==> src/rtl/gpu_pkg.sv <==
// rtl/gpu_pkg.sv - VGA timing, framebuffer geometry and scanout pipeline types
package gpu_pkg;

  localparam int H_ACTIVE     = 640;
  localparam int H_FP         = 16;
  localparam int H_SYNC       = 96;
  localparam int H_BP         = 48;
  localparam int H_SYNC_START = H_ACTIVE + H_FP;        // 656
  localparam int H_SYNC_END   = H_SYNC_START + H_SYNC;  // 752
  localparam int H_TOTAL      = H_SYNC_END + H_BP;      // 800

  localparam int V_ACTIVE     = 400;
  localparam int V_FP         = 12;
  localparam int V_SYNC       = 2;
  localparam int V_BP         = 35;
  localparam int V_SYNC_START = V_ACTIVE + V_FP;        // 412
  localparam int V_SYNC_END   = V_SYNC_START + V_SYNC;  // 414
  localparam int V_TOTAL      = V_SYNC_END + V_BP;      // 449

  localparam logic HS_ACTIVE = 1'b1;
  localparam logic VS_ACTIVE = 1'b0;

  localparam int FB_WIDTH          = 320;
  localparam int FB_HEIGHT         = 200;
  localparam int FB_BYTES          = 8000;
  localparam int FB_BYTES_PER_LINE = 40;
  localparam int ADDR_W            = 13;
  localparam int CNT_W             = 10;
  localparam int SCANOUT_LAT       = 3;

  typedef struct packed {
    logic       active;
    logic       fetch;
    logic [2:0] bit_idx;
    logic       hs;
    logic       vs;
  } scan_stage_t;

  localparam scan_stage_t STAGE_RESET = '{
    active: 1'b0, fetch: 1'b0, bit_idx: 3'd0, hs: ~HS_ACTIVE, vs: ~VS_ACTIVE
  };

  // Bit 0 of a framebuffer byte is the leftmost pixel on screen.
  function automatic logic pixel_bit(input logic [7:0] b, input logic [2:0] idx);
    return b[idx];
  endfunction

endpackage

==> src/rtl/vga_scanout_if.sv <==
// rtl/vga_scanout_if.sv - framebuffer synchronous read port
interface vga_scanout_if;
  import gpu_pkg::*;

  logic              fb_rd_en;
  logic [ADDR_W-1:0] fb_rd_addr;
  logic [7:0]        fb_rd_data;

  modport master (output fb_rd_en, output fb_rd_addr, input fb_rd_data);
  modport slave  (input fb_rd_en, input fb_rd_addr, output fb_rd_data);
endinterface

==> src/rtl/vga_timing.sv <==
// rtl/vga_timing.sv - h/v counters, raw sync decode, registered vblank and frame_start
module vga_timing
  import gpu_pkg::*;
#(
  parameter int V_ACT   = V_ACTIVE,
  parameter int V_FRONT = V_FP,
  parameter int V_PULSE = V_SYNC,
  parameter int V_BACK  = V_BP
) (
  input  logic             clk_i,
  input  logic             rst_ni,
  output logic [CNT_W-1:0] h_o,
  output logic [CNT_W-1:0] v_o,
  output logic             line_end_o,
  output logic             frame_end_o,
  output logic             hsync_o,
  output logic             vsync_o,
  output logic             vblank_o,
  output logic             frame_start_o
);
  localparam int VS_START = V_ACT + V_FRONT;
  localparam int VS_END   = VS_START + V_PULSE;
  localparam int V_TOT    = VS_END + V_BACK;

  logic [CNT_W-1:0] h_q, h_d, v_q, v_d;
  logic             vblank_q, vblank_d, fs_q, fs_d;

  always_comb begin
    line_end_o  = (h_q == CNT_W'(H_TOTAL - 1));
    frame_end_o = line_end_o && (v_q == CNT_W'(V_TOT - 1));
    h_d = line_end_o ? '0 : h_q + 1'b1;
    v_d = v_q;
    if (frame_end_o)     v_d = '0;
    else if (line_end_o) v_d = v_q + 1'b1;
    vblank_d = (v_q >= CNT_W'(V_ACT));
    fs_d     = (h_q == '0) && (v_q == '0);
    hsync_o  = (h_q >= CNT_W'(H_SYNC_START) && h_q < CNT_W'(H_SYNC_END)) ? HS_ACTIVE : ~HS_ACTIVE;
    vsync_o  = (v_q >= CNT_W'(VS_START) && v_q < CNT_W'(VS_END)) ? VS_ACTIVE : ~VS_ACTIVE;
  end

  always_ff @(posedge clk_i) begin
    if (!rst_ni) begin
      h_q      <= '0;
      v_q      <= '0;
      vblank_q <= 1'b0;
      fs_q     <= 1'b0;
    end else begin
      h_q      <= h_d;
      v_q      <= v_d;
      vblank_q <= vblank_d;
      fs_q     <= fs_d;
    end
  end

  assign h_o           = h_q;
  assign v_o           = v_q;
  assign vblank_o      = vblank_q;
  assign frame_start_o = fs_q;
endmodule

==> src/rtl/vga_scanout.sv <==
// rtl/vga_scanout.sv - 320x200 1bpp framebuffer scanout to 640x400 VGA, pixels doubled
module vga_scanout
  import gpu_pkg::*;
#(
  parameter int V_ACT   = V_ACTIVE,
  parameter int V_FRONT = V_FP,
  parameter int V_PULSE = V_SYNC,
  parameter int V_BACK  = V_BP
) (
  input  logic                 vga_clk,
  input  logic                 rst_n,
  vga_scanout_if.master        fb,
  input  logic [7:0]           fg_color,
  input  logic [7:0]           bg_color,
  output logic                 hsync,
  output logic                 vsync,
  output logic [7:0]           rgb,
  output logic                 vblank,
  output logic                 frame_start
);
  logic [CNT_W-1:0]  h, v;
  logic              line_end, frame_end, hs_raw, vs_raw, active0;
  logic [ADDR_W-1:0] line_base_q, line_base_d, addr_q, addr_d;
  scan_stage_t       s1_q, s1_d, s2_q;
  logic [7:0]        pix_q, pix_d, rgb_q, rgb_d, fg_q, bg_q;
  logic              hsync_q, vsync_q;

  vga_timing #(
    .V_ACT(V_ACT), .V_FRONT(V_FRONT), .V_PULSE(V_PULSE), .V_BACK(V_BACK)
  ) u_timing (
    .clk_i        (vga_clk),
    .rst_ni       (rst_n),
    .h_o          (h),
    .v_o          (v),
    .line_end_o   (line_end),
    .frame_end_o  (frame_end),
    .hsync_o      (hs_raw),
    .vsync_o      (vs_raw),
    .vblank_o     (vblank),
    .frame_start_o(frame_start)
  );

  always_comb begin
    // Each framebuffer row is shown twice, so the base only advances after odd lines.
    line_base_d = line_base_q;
    if (frame_end)
      line_base_d = '0;
    else if (line_end && v[0] && v < CNT_W'(V_ACT))
      line_base_d = line_base_q + ADDR_W'(FB_BYTES_PER_LINE);

    active0        = (h < CNT_W'(H_ACTIVE)) && (v < CNT_W'(V_ACT));
    s1_d.active    = active0;
    s1_d.fetch     = active0 && (h[3:0] == 4'd0);
    s1_d.bit_idx   = h[3:1];
    s1_d.hs        = hs_raw;
    s1_d.vs        = vs_raw;
    addr_d = s1_d.fetch ? line_base_q + ADDR_W'(h[CNT_W-1:4]) : addr_q;

    // Read data is used in its arrival cycle; outside it the bus is never looked at.
    pix_d = s2_q.fetch ? fb.fb_rd_data : pix_q;
    rgb_d = '0;
    if (s2_q.active)
      rgb_d = pixel_bit(pix_d, s2_q.bit_idx) ? fg_q : bg_q;
  end

  always_ff @(posedge vga_clk) begin
    if (!rst_n) begin
      line_base_q <= '0;
      addr_q      <= '0;
      s1_q        <= STAGE_RESET;
      s2_q        <= STAGE_RESET;
      pix_q       <= '0;
      rgb_q       <= '0;
      hsync_q     <= ~HS_ACTIVE;
      vsync_q     <= ~VS_ACTIVE;
      fg_q        <= '0;
      bg_q        <= '0;
    end else begin
      line_base_q <= line_base_d;
      addr_q      <= addr_d;
      s1_q        <= s1_d;
      s2_q        <= s1_q;
      pix_q       <= pix_d;
      rgb_q       <= rgb_d;
      hsync_q     <= s2_q.hs;
      vsync_q     <= s2_q.vs;
      if (h == '0 && v == '0) begin
        fg_q <= fg_color;
        bg_q <= bg_color;
      end
    end
  end

  assign fb.fb_rd_en   = s1_q.fetch;
  assign fb.fb_rd_addr = addr_q;
  assign hsync         = hsync_q;
  assign vsync         = vsync_q;
  assign rgb           = rgb_q;
endmodule

==> src/flat_wrapper.sv <==
// flat-port wrapper written by rule: the top's interface ports become plain ports
module vga_scanout_flat import gpu_pkg::*;
#(
  parameter int V_ACT   = V_ACTIVE,
  parameter int V_FRONT = V_FP,
  parameter int V_PULSE = V_SYNC,
  parameter int V_BACK  = V_BP
)
  (vga_clk, rst_n, fg_color, bg_color, hsync, vsync, rgb, vblank, frame_start, fb_fb_rd_en, fb_fb_rd_addr, fb_fb_rd_data);
  vga_scanout_if fb_i ();
  input  logic vga_clk;
  input  logic rst_n;
  input  logic [7:0] fg_color;
  input  logic [7:0] bg_color;
  output logic hsync;
  output logic vsync;
  output logic [7:0] rgb;
  output logic vblank;
  output logic frame_start;
  output wire logic [$bits(fb_i.fb_rd_en)-1:0] fb_fb_rd_en;
  output wire logic [$bits(fb_i.fb_rd_addr)-1:0] fb_fb_rd_addr;
  input wire logic [$bits(fb_i.fb_rd_data)-1:0] fb_fb_rd_data;
  assign fb_fb_rd_en = fb_i.fb_rd_en;
  assign fb_fb_rd_addr = fb_i.fb_rd_addr;
  assign fb_i.fb_rd_data = fb_fb_rd_data;
  vga_scanout #(.V_ACT(V_ACT), .V_FRONT(V_FRONT), .V_PULSE(V_PULSE), .V_BACK(V_BACK)) u_core (.vga_clk(vga_clk), .rst_n(rst_n), .fb(fb_i), .fg_color(fg_color), .bg_color(bg_color), .hsync(hsync), .vsync(vsync), .rgb(rgb), .vblank(vblank), .frame_start(frame_start));
endmodule
==> config.mk <==
export PLATFORM = sky130hd
export DESIGN_NAME = vga_scanout_flat
export DESIGN_NICKNAME = d
export VERILOG_FILES = /design/src/rtl/gpu_pkg.sv /design/src/rtl/vga_scanout_if.sv /design/src/rtl/vga_timing.sv /design/src/rtl/vga_scanout.sv /design/src/flat_wrapper.sv
export SDC_FILE = /design/constraint.sdc
export NUM_CORES = 1
export LEC_CHECK = 0
export BUFFER_PORTS_ARGS = -buffer_cell sky130_fd_sc_hd__buf_2
export CAP_MARGIN = 15
export CORE_ASPECT_RATIO = 1.2
export CORE_MARGIN = 2
export CORE_UTILIZATION = 60
export CTS_BUF_LIST = sky130_fd_sc_hd__clkbuf_8
export DETAILED_ROUTE_END_ITERATION = 8
export PLACE_DENSITY_LB_ADDON = 0.08
export SKIP_LAST_GASP = 1
export SLEW_MARGIN = 25
export SYNTH_ARGS = -nofsm -noshare
export SYNTH_HDL_FRONTEND = slang
export SYNTH_SLANG_ARGS = --single-unit
==> constraint.sdc <==
create_clock -name vga_clk -period 3 [get_ports vga_clk]
set_clock_uncertainty 0.15 [all_clocks]
set_input_delay 0.75 -clock vga_clk [delete_from_list [all_inputs] [get_ports vga_clk]]
set_output_delay 0.75 -clock vga_clk [all_outputs]
set_load 0.01 [all_outputs]
==> summary.md, run 1 <==
| Metric | Value |
|---|---|
| Mapped Nets | `460` |
| Ranking of synthesized cells by area | `dfxtp_1 46%, a21oi_1 4.5%, o21ai_0 3.6%` |
| Worst setup path startpoint | `u_core.u_timing.h_o[0]` |
| Die W | `between 70 and 80 um` |
| Gpl congestion | `0.794` |
| Sw frac | `between 20 and 25%` |
| Met3 wire length | `a little under 300 um` |
| Ys async rst share | `0%` |
| Post-CTS Setup Repair Bufs | `0` |
| Depth of the CTS H-tree | `3` |
| Max layer used | `met4` |
| CP max stage delay | `between 0.4 and 0.5 ns` |
| Cell Int Power | `approximately 1.8 mW` |
| WP data arrival | `roughly 2.4 ns` |
| Core area | `~6500 sq um` |
| RR Startpoint | `u_core.u_timing.h_o[0]` |
| ANT cells | `0` |
| Number of synthesized flops with an enable pin | `0` |
| CP cell instances | `ha_1 -> and4_1 -> nand3_2 -> o41ai_2 -> buf_4 -> a21oi_1` |
| Setup_tns | `0 ns` |
| Clock tree buffer depth | `2` |
| Port-buffer cells | `51` |
| Max FO, Critical Path | `14` |
| Syn Area/Cell | `between 9 and 10 sq um` |
| First-pass GRT wire length | `roughly 13 mm` |
| Max-slew violation count | `0` |
| Ys Warns | `0` |
| Final setup vio count | `0` |
| Total track usage | `a little under a quarter` |
| DR iter-0 viols | `146` |
| Mapped cell area | `a little over 4000 sq um` |
| Clock power share | `between 30% and 40%` |
| Layout area overhead | `10.7%` |
| Die area | `between 7000 and 8000 sq um` |
| CTS tree | `done` |
| Seq/Total Area, Yosys | `a little under half` |
| Routed vias/inst | `around 5.7` |
| # IOs | `52` |
| Hold_buf cts | `0` |
| Largest net degree at the start of global routing | `29` |
| Most numerous cell in the Yosys netlist | `dfxtp_1` |
| Total gr overflow | `0` |
| Tightest Pin Transition | `about 0.67 ns` |
| Met2 WL post-DR | `4.05 mm` |
| Worst hold margin | `~0.27 ns` |
| RSZ-0062 raised after global routing | `no` |
| Vias | `~3200` |
| Clock transition at path regs | `about 0.090 ns` |
| TritonCTS Buffers | `9` |
| Pre-antenna DRT Iters | `4` |
| Fmax achieved | `0.437 GHz` |
| Die Y | `93.9 um` |
| Root Buffer Master | `clkbuf_8` |
| Yosys reg bits | `between 90 and 100` |
| Comb pwr share | `7.9%` |
| Max Cap Viol | `0` |
| Initial Util | `~62%` |
| Initial antenna violation count | `0` |
| Yosys cell types | `50` |
| Drt drc | `0` |
| Status | `finished, final reports clean` |
| Setup CP Type | `reg -> reg` |
| Row count | `32` |
| DRT Wirelength | `about 8.1 mm` |
| Leakage | `around 1.8 nW` |
| Gates resized, CTS repair | `0` |
| Final antenna-violating net count | `0` |
| VDD IR max | `about 0.00028 V` |
| Sw power | `a little under 0.6 mW` |
| Clock sink count | `between 90 and 100` |
| DP HPWL | `~6 mm` |
| Skew-Pair Late Insertion Delay | `0.36 ns` |
| Hold Vio Cnt, Final | `0` |
| Setup crit end kind | `flop` |
| Layout cells sized above 1 | `between 10% and 20%` |
| Hold Path Class | `reg -> reg` |
| Worst setup SP type | `flop` |
| Hold Startpoint | `u_core.s1_q[0]` |
| Synth area leader | `dfxtp_1` |
| Wirelength per Cell | `approximately 15 um` |
| Critical path required time | `~3.1 ns` |
| Primary FF master, synth | `dfxtp_1` |
| Post-synth top area share | `a little under half` |
| Final worst-path cycle share | `between 70% and 80%` |
| Final min period | `approximately 2.3 ns` |
| Post-synth top cells | `93 x dfxtp_1, 36 x a21oi_1, 34 x nor2_1` |
| Mapped Cells | `approximately 430` |
| # nets final | `slightly below 500` |
| Reg power frac | `between 50% and 60%` |
| Vias in the first global route | `just under 3000` |
| Relative slew slack | `around 55%` |
| CP max-delay cell | `o41ai_2` |
| Power Density | `about 530 nW/um^2` |
| M1 WL | `approximately 3.6 mm` |
[layout by cell type (no fill, tap or decap), types with 12 or more instances in the layout]
| cell | netlist | routed |
|---|---|---|
| and2_1 | 12 | 12 |
| a21oi_1 | 36 | 36 |
| nor2_1 | 34 | 34 |
| nand2_1 | 19 | 19 |
| nand3_1 | 25 | 25 |
| o21ai_0 | 29 | 29 |
| dfxtp_1 | 93 | 93 |
| buf_2 | 6 | 51 |
| mux2i_1 | 14 | 14 |
[stage by stage]
step                power (mW)  utilization [%]  std cells  setup WS, ns  area [sq um]
finish                    2.35             69.0        551         0.713          4480
global route              2.45             69.0        551         0.514          4480
CTS                       2.37             69.0        551         0.684          4480
detailed placement        1.52             65.8        535         0.596          4270
global placement          1.52             65.8        535         0.626          4270
floorplan                 1.46                -        425         0.803          4050
[power by group through the flow]
stage	Sequential [mW]	Combinational, mW	Clock (mW)
after floorplan	1.34	0.129	0
after global placement	1.34	0.181	0
after detailed placement	1.34	0.187	0
after CTS	1.31	0.188	0.877
after global routing	1.31	0.210	0.929
final	1.31	0.186	0.859
[metal layers]
| layer | vias up | GRT usage [%] |
|---|---|---|
| met3 | 9 | 5.29 |
| met1 | 1485 | 27.2 |
| met5 | - | 0 |
| met4 | 0 | 7.61 |
| met2 | 57 | 39.4 |
| li1 | 1601 | - |
[kinds of logic after synthesis]
kind of cell	Yosys count	share of synthesized area [%]
DFF	93	46.0
and+or+nand+nor	146	20.6
xor gates and xnor gates	19	4.11
adders and majority gates	9	2.97
AOI/OAI and AO/OA	98	14.8
buffers and inverters	40	5.23
muxes	20	6.25
[registers in the layout, indices dropped and copies added, names as in the netlist, 6 cells and up]
signal	count
u_core.fb.fb_rd_addr	13
u_core.s1_q	6
u_core.pix_q	8
u_core.u_timing.h_o	10
u_core.u_timing.v_o	10
u_core.rgb	8
u_core.bg_q	8
u_core.s2_q	7
u_core.fg_q	8
u_core.line_base_q	10
[worst max-delay path, delay by kind of cell (launching register included)]
family	cells	cell delay, ns
buffers and inverters	1	0.28
AOI/OAI and AO/OA	2	0.50
DFF	1	0.39
adders and majority gates	1	0.23
and+or+nand+nor	2	0.61
[cell type report]
| cell class | count | area, sq um |
|---|---|---|
| Inverter | 8 | 30.0 |
| Multi-Input combinational cell | 292 | 1970 |
| Clock inverter | 6 | 68.8 |
| Tap cell | 85 | 106 |
| Fill cell | 543 | 2010 |
| Sequential cell | 93 | 1860 |
| Timing Repair Buffer | 57 | 300 |
| Clock buffer | 10 | 138 |
[worst paths after layout]
path | to | slack (ns) | depth (start not counted)
max reg2reg | u_core.line_base_q[5] | 0.71 | 6
min | u_core.s2_q[0] | 0.27 | 1
min reg2reg | u_core.s2_q[0] | 0.27 | 1
max | u_core.line_base_q[5] | 0.71 | 6
Power figures use the tool's default switching activity.
==> inputs of run 2 (changes only) <==
--- a/config.mk
+++ b/config.mk
@@ -5,6 +5,7 @@
 export SDC_FILE = /design/constraint.sdc
 export NUM_CORES = 1
 export LEC_CHECK = 0
+export ABC_AREA = 1
 export BUFFER_PORTS_ARGS = -buffer_cell sky130_fd_sc_hd__buf_2
 export CAP_MARGIN = 15
 export CORE_ASPECT_RATIO = 1.2
==> constraint.sdc (replaced) <==
create_clock -name vga_clk -period 2.4 [get_ports vga_clk]
set_clock_uncertainty 0.15 [all_clocks]
set_input_delay 0.6 -clock vga_clk [delete_from_list [all_inputs] [get_ports vga_clk]]
set_output_delay 0.6 -clock vga_clk [all_outputs]
set_load 0.01 [all_outputs]
==> run 2 against run 1 <==
Net effect: synthesized area rose by 4.1%; sequential share of layout area fell by 2.2 points; via count rose by 18%; combinational power increased by 61%; flip-flop and latch count is the same; critical path depth up 2; final cell count rose by 30%; hold slack worse by 0.0083 ns; clock power rose by 21%; critical endpoint is now u_core.u_timing.v_o[4]; highest routed layer unchanged.
==> summary.md, run 2 <==
| Metric | Value |
|---|---|
| Status | `finished, final reports clean` |
| Root Buffer Master | `clkbuf_8` |
| Ys async rst share | `0% (unchanged)` |
| Skew-Pair Late Insertion Delay | `0.36 ns (about the same)` |
| Yosys cell types | `35 (-30%)` |
| Final min period | `1.99 ns (-0.293 ns)` |
| DRT Wirelength | `8.63 mm (+6.9%)` |
| Mapped cell area | `4210 sq um (+4.1%)` |
| Wirelength per Cell | `12.0 um (-18%)` |
| Clock transition at path regs | `0.09 ns (about the same)` |
| Largest register FFs | `13 (unchanged)` |
| Final worst-path cycle share | `83.1% (+6.8 points)` |
| Post-synth top area share | `44.2% (-1.8 points)` |
| Initial antenna violation count | `0 (unchanged)` |
| # IOs | `52 (unchanged)` |
| TritonCTS Buffers | `9 (unchanged)` |
| CP top delay family | `simple AND/OR/NAND/NOR gates` |
| CTS tree | `done` |
| Primary FF master, synth | `dfxtp_1` |
| Worst setup SP type | `flop` |
| First-pass GRT wire length | `14.7 mm (+12%)` |
| R2R depth | `8 (+2)` |
| VDD IR max | `0.000367 V (+33%)` |
| Initial Util | `61.8% (-0.58 points)` |
| Most numerous cell in the Yosys netlist | `nand2_1` |
| Core area | `6810 sq um (+5.0%)` |
| Vias | `3706 (+18%)` |
| Fmax achieved | `0.502 GHz (+15%)` |
| Leakage | `2.19 nW (+24%)` |
| Vias in the first global route | `3428 (+18%)` |
| DP HPWL | `6.36 mm (+8.8%)` |
| Drt drc | `0 (unchanged)` |
| Synth area leader | `dfxtp_1` |
| Yosys reg bits | `93 (unchanged)` |
| Die W | `80.5 um (+1.9%)` |
| Pre-antenna DRT Iters | `5 (+1)` |
| Worst setup path startpoint | `u_core.u_timing.h_o[0]` |
| Final antenna-violating net count | `0 (unchanged)` |
| Hold Path Class | `reg -> reg` |
| Relative slew slack | `65.6% (+10 points)` |
| Die area | `7700 sq um (+3.9%)` |
| Setup CP Type | `reg -> reg` |
| Seq/Total Area, Yosys | `44.2% (-1.8 points)` |
| Pre-CTS WS | `0.429 ns (-0.168 ns)` |
| Layout area overhead | `12.4%` |
| Worst reg2reg path endpoint | `u_core.u_timing.v_o[4]` |
| Power Density | `631 nW/um^2 (+20%)` |
| RSZ-0062 raised after global routing | `no` |
| Post-layout util | `69.5% (+0.44 points)` |
| Worst hold margin | `0.261 ns (-0.00830 ns)` |
| Largest net degree at the start of global routing | `22 (-24%)` |
| CP dominant cell by count | `nand3_1` |
| Die Y | `95.8 um (+1.9%)` |
| Hold Vio Cnt, Final | `0 (unchanged)` |
| Max FO, Critical Path | `18 (+4)` |
| Clock sink count | `93 (unchanged)` |
| Total track usage | `24.1% (+1.6 points)` |
| RR Startpoint | `u_core.u_timing.h_o[0]` |
| Syn Area/Cell | `7.33 sq um (-23%)` |
| CP Capture Point | `u_core.u_timing.v_o[4]` |
| DR iter-0 viols | `142 (-2.7%)` |
| Clock tree buffer depth | `2 (unchanged)` |
| Number of synthesized flops with an enable pin | `0 (unchanged)` |
| Row count | `33 (+3.1%)` |
| # nets final | `663 (+34%)` |
| Tightest Pin Transition | `0.515 ns (-0.154 ns)` |
| WP data arrival | `2.11 ns (-0.27 ns)` |
| Commonest cells after routing, fill and taps aside | `127 x nand2_1, 93 x dfxtp_1, 87 x nor2_1` |
| CP max stage delay | `0.49 ns (+0.05 ns)` |
| ANT cells | `0 (unchanged)` |
| CP cell instances | `ha_1 -> nand3_1 -> nor2_1 -> nand3_2 -> o21ai_4 -> inv_2 -> nand3_1 -> inv_1` |
| Layout cells sized above 1 | `14.2% (-5.3 points)` |
| Max Cap Viol | `0 (unchanged)` |
| Buf+Inv Stages, Crit Path | `2 (+1)` |
| Depth of the CTS H-tree | `3 (unchanged)` |
| Gates resized, CTS repair | `0 (unchanged)` |
| Fin worst setup slack | `0.406 ns (-0.307 ns)` |
| Total gr overflow | `0 (unchanged)` |
| Mapped Cells | `574 (+35%)` |
| Ranking of synthesized cells by area | `dfxtp_1 44%, nand2_1 11%, nor2_1 7.8%` |
| Hold_buf cts | `0 (unchanged)` |
| Mapped Nets | `609 (+32%)` |
| Final setup vio count | `0 (unchanged)` |
| R2r setup slk | `0.41 ns (-0.31 ns)` |
| Post-synth top cells | `127 x nand2_1, 93 x dfxtp_1, 87 x nor2_1` |
| Crit path depth | `8 (+2)` |
| Ys Warns | `0 (unchanged)` |
| Max-slew violation count | `0 (unchanged)` |
| Commonest non-fill, non-tap cell in the layout | `nand2_1` |
| Post-CTS Setup Repair Bufs | `0 (unchanged)` |
| Port-buffer cells | `51 (unchanged)` |
| Setup_tns | `0 ns (unchanged)` |
| Setup crit end kind | `flop` |
| CP max-delay cell | `o21ai_4` |
| Critical path required time | `2.51 ns (-0.58 ns)` |
| Gpl congestion | `0.920 (+16%)` |
| Routed vias/inst | `5.15 (-9.9%)` |
run 2: logic make-up (layout without fill, tap and decap cells):
| group | after synthesis | in the layout | share of synthesized area (%) |
|---|---|---|---|
| flip-flops | 93 | 93 | 44.2 |
| AO/OA/AOI/OAI | 76 | 76 | 9.66 |
| buffers and inverters | 86 | 144 | 8.35 |
| XOR/XNOR | 19 | 19 | 3.95 |
| AND/OR/NAND/NOR | 291 | 291 | 30.9 |
| adder cells (fa/ha/maj) | 9 | 9 | 2.85 |
run 2: worst min path at each step:
stage	start	endpoint	cells after the start
2_1_floorplan	u_core.s2_q[1]	u_core.hsync	2
3_3_place_gp	u_core.s1_q[4]	u_core.s2_q[4]	2
3_5_place_dp	u_core.s1_q[0]	u_core.s2_q[0]	1
4_1_cts	u_core.s2_q[0]	u_core.vsync	1
5_1_grt	u_core.s2_q[0]	u_core.vsync	1
6_report	u_core.s1_q[2]	u_core.s2_q[2]	2
run 2: per-layer routing:
metal	vias up	routed length (um)	GRT usage [%]
met1	1669	3930	30.1
li1	1933	-	-
met4	0	251	12.3
met3	20	396	4.22
met2	84	4050	39.9
met5	-	0	0
run 2: worst reg2reg max path, cell delays in order, from the launching register on:
cell and delay, ns:
dfxtp_1 0.39, ha_1 0.20, nand3_1 0.12, nor2_1 0.16
nand3_2 0.18, o21ai_4 0.49, inv_2 0.09, nand3_1 0.08
inv_1 0.04
run 2: area by class of cell:
| class | instances | area [sq um] |
|---|---|---|
| tap | 87 | 109 |
| clock inverter | 6 | 71.3 |
| clock buffer | 9 | 124 |
| inverter | 72 | 270 |
| sequential | 93 | 1860 |
| fill | 580 | 2080 |
| multi-input combinational | 395 | 2000 |
| timing repair buffer | 57 | 300 |
run 2: stage by stage:
stage	total power, mW	instance area, sq um	cells
3_3_place_gp	1.97	4540	704
6_report	2.99	4730	719
3_5_place_dp	1.98	4540	704
5_1_grt	3.12	4730	719
2_1_floorplan	1.90	4210	574
4_1_cts	3.01	4730	719
run 2: report_power, final:
part / internal (mW) / total, mW / switching (mW)
combinational: 0.113 / 0.299 / 0.186
clock: 0.485 / 1.04 / 0.558
sequential: 1.61 / 1.65 / 0.0326
total: 2.21 / 2.99 / 0.776
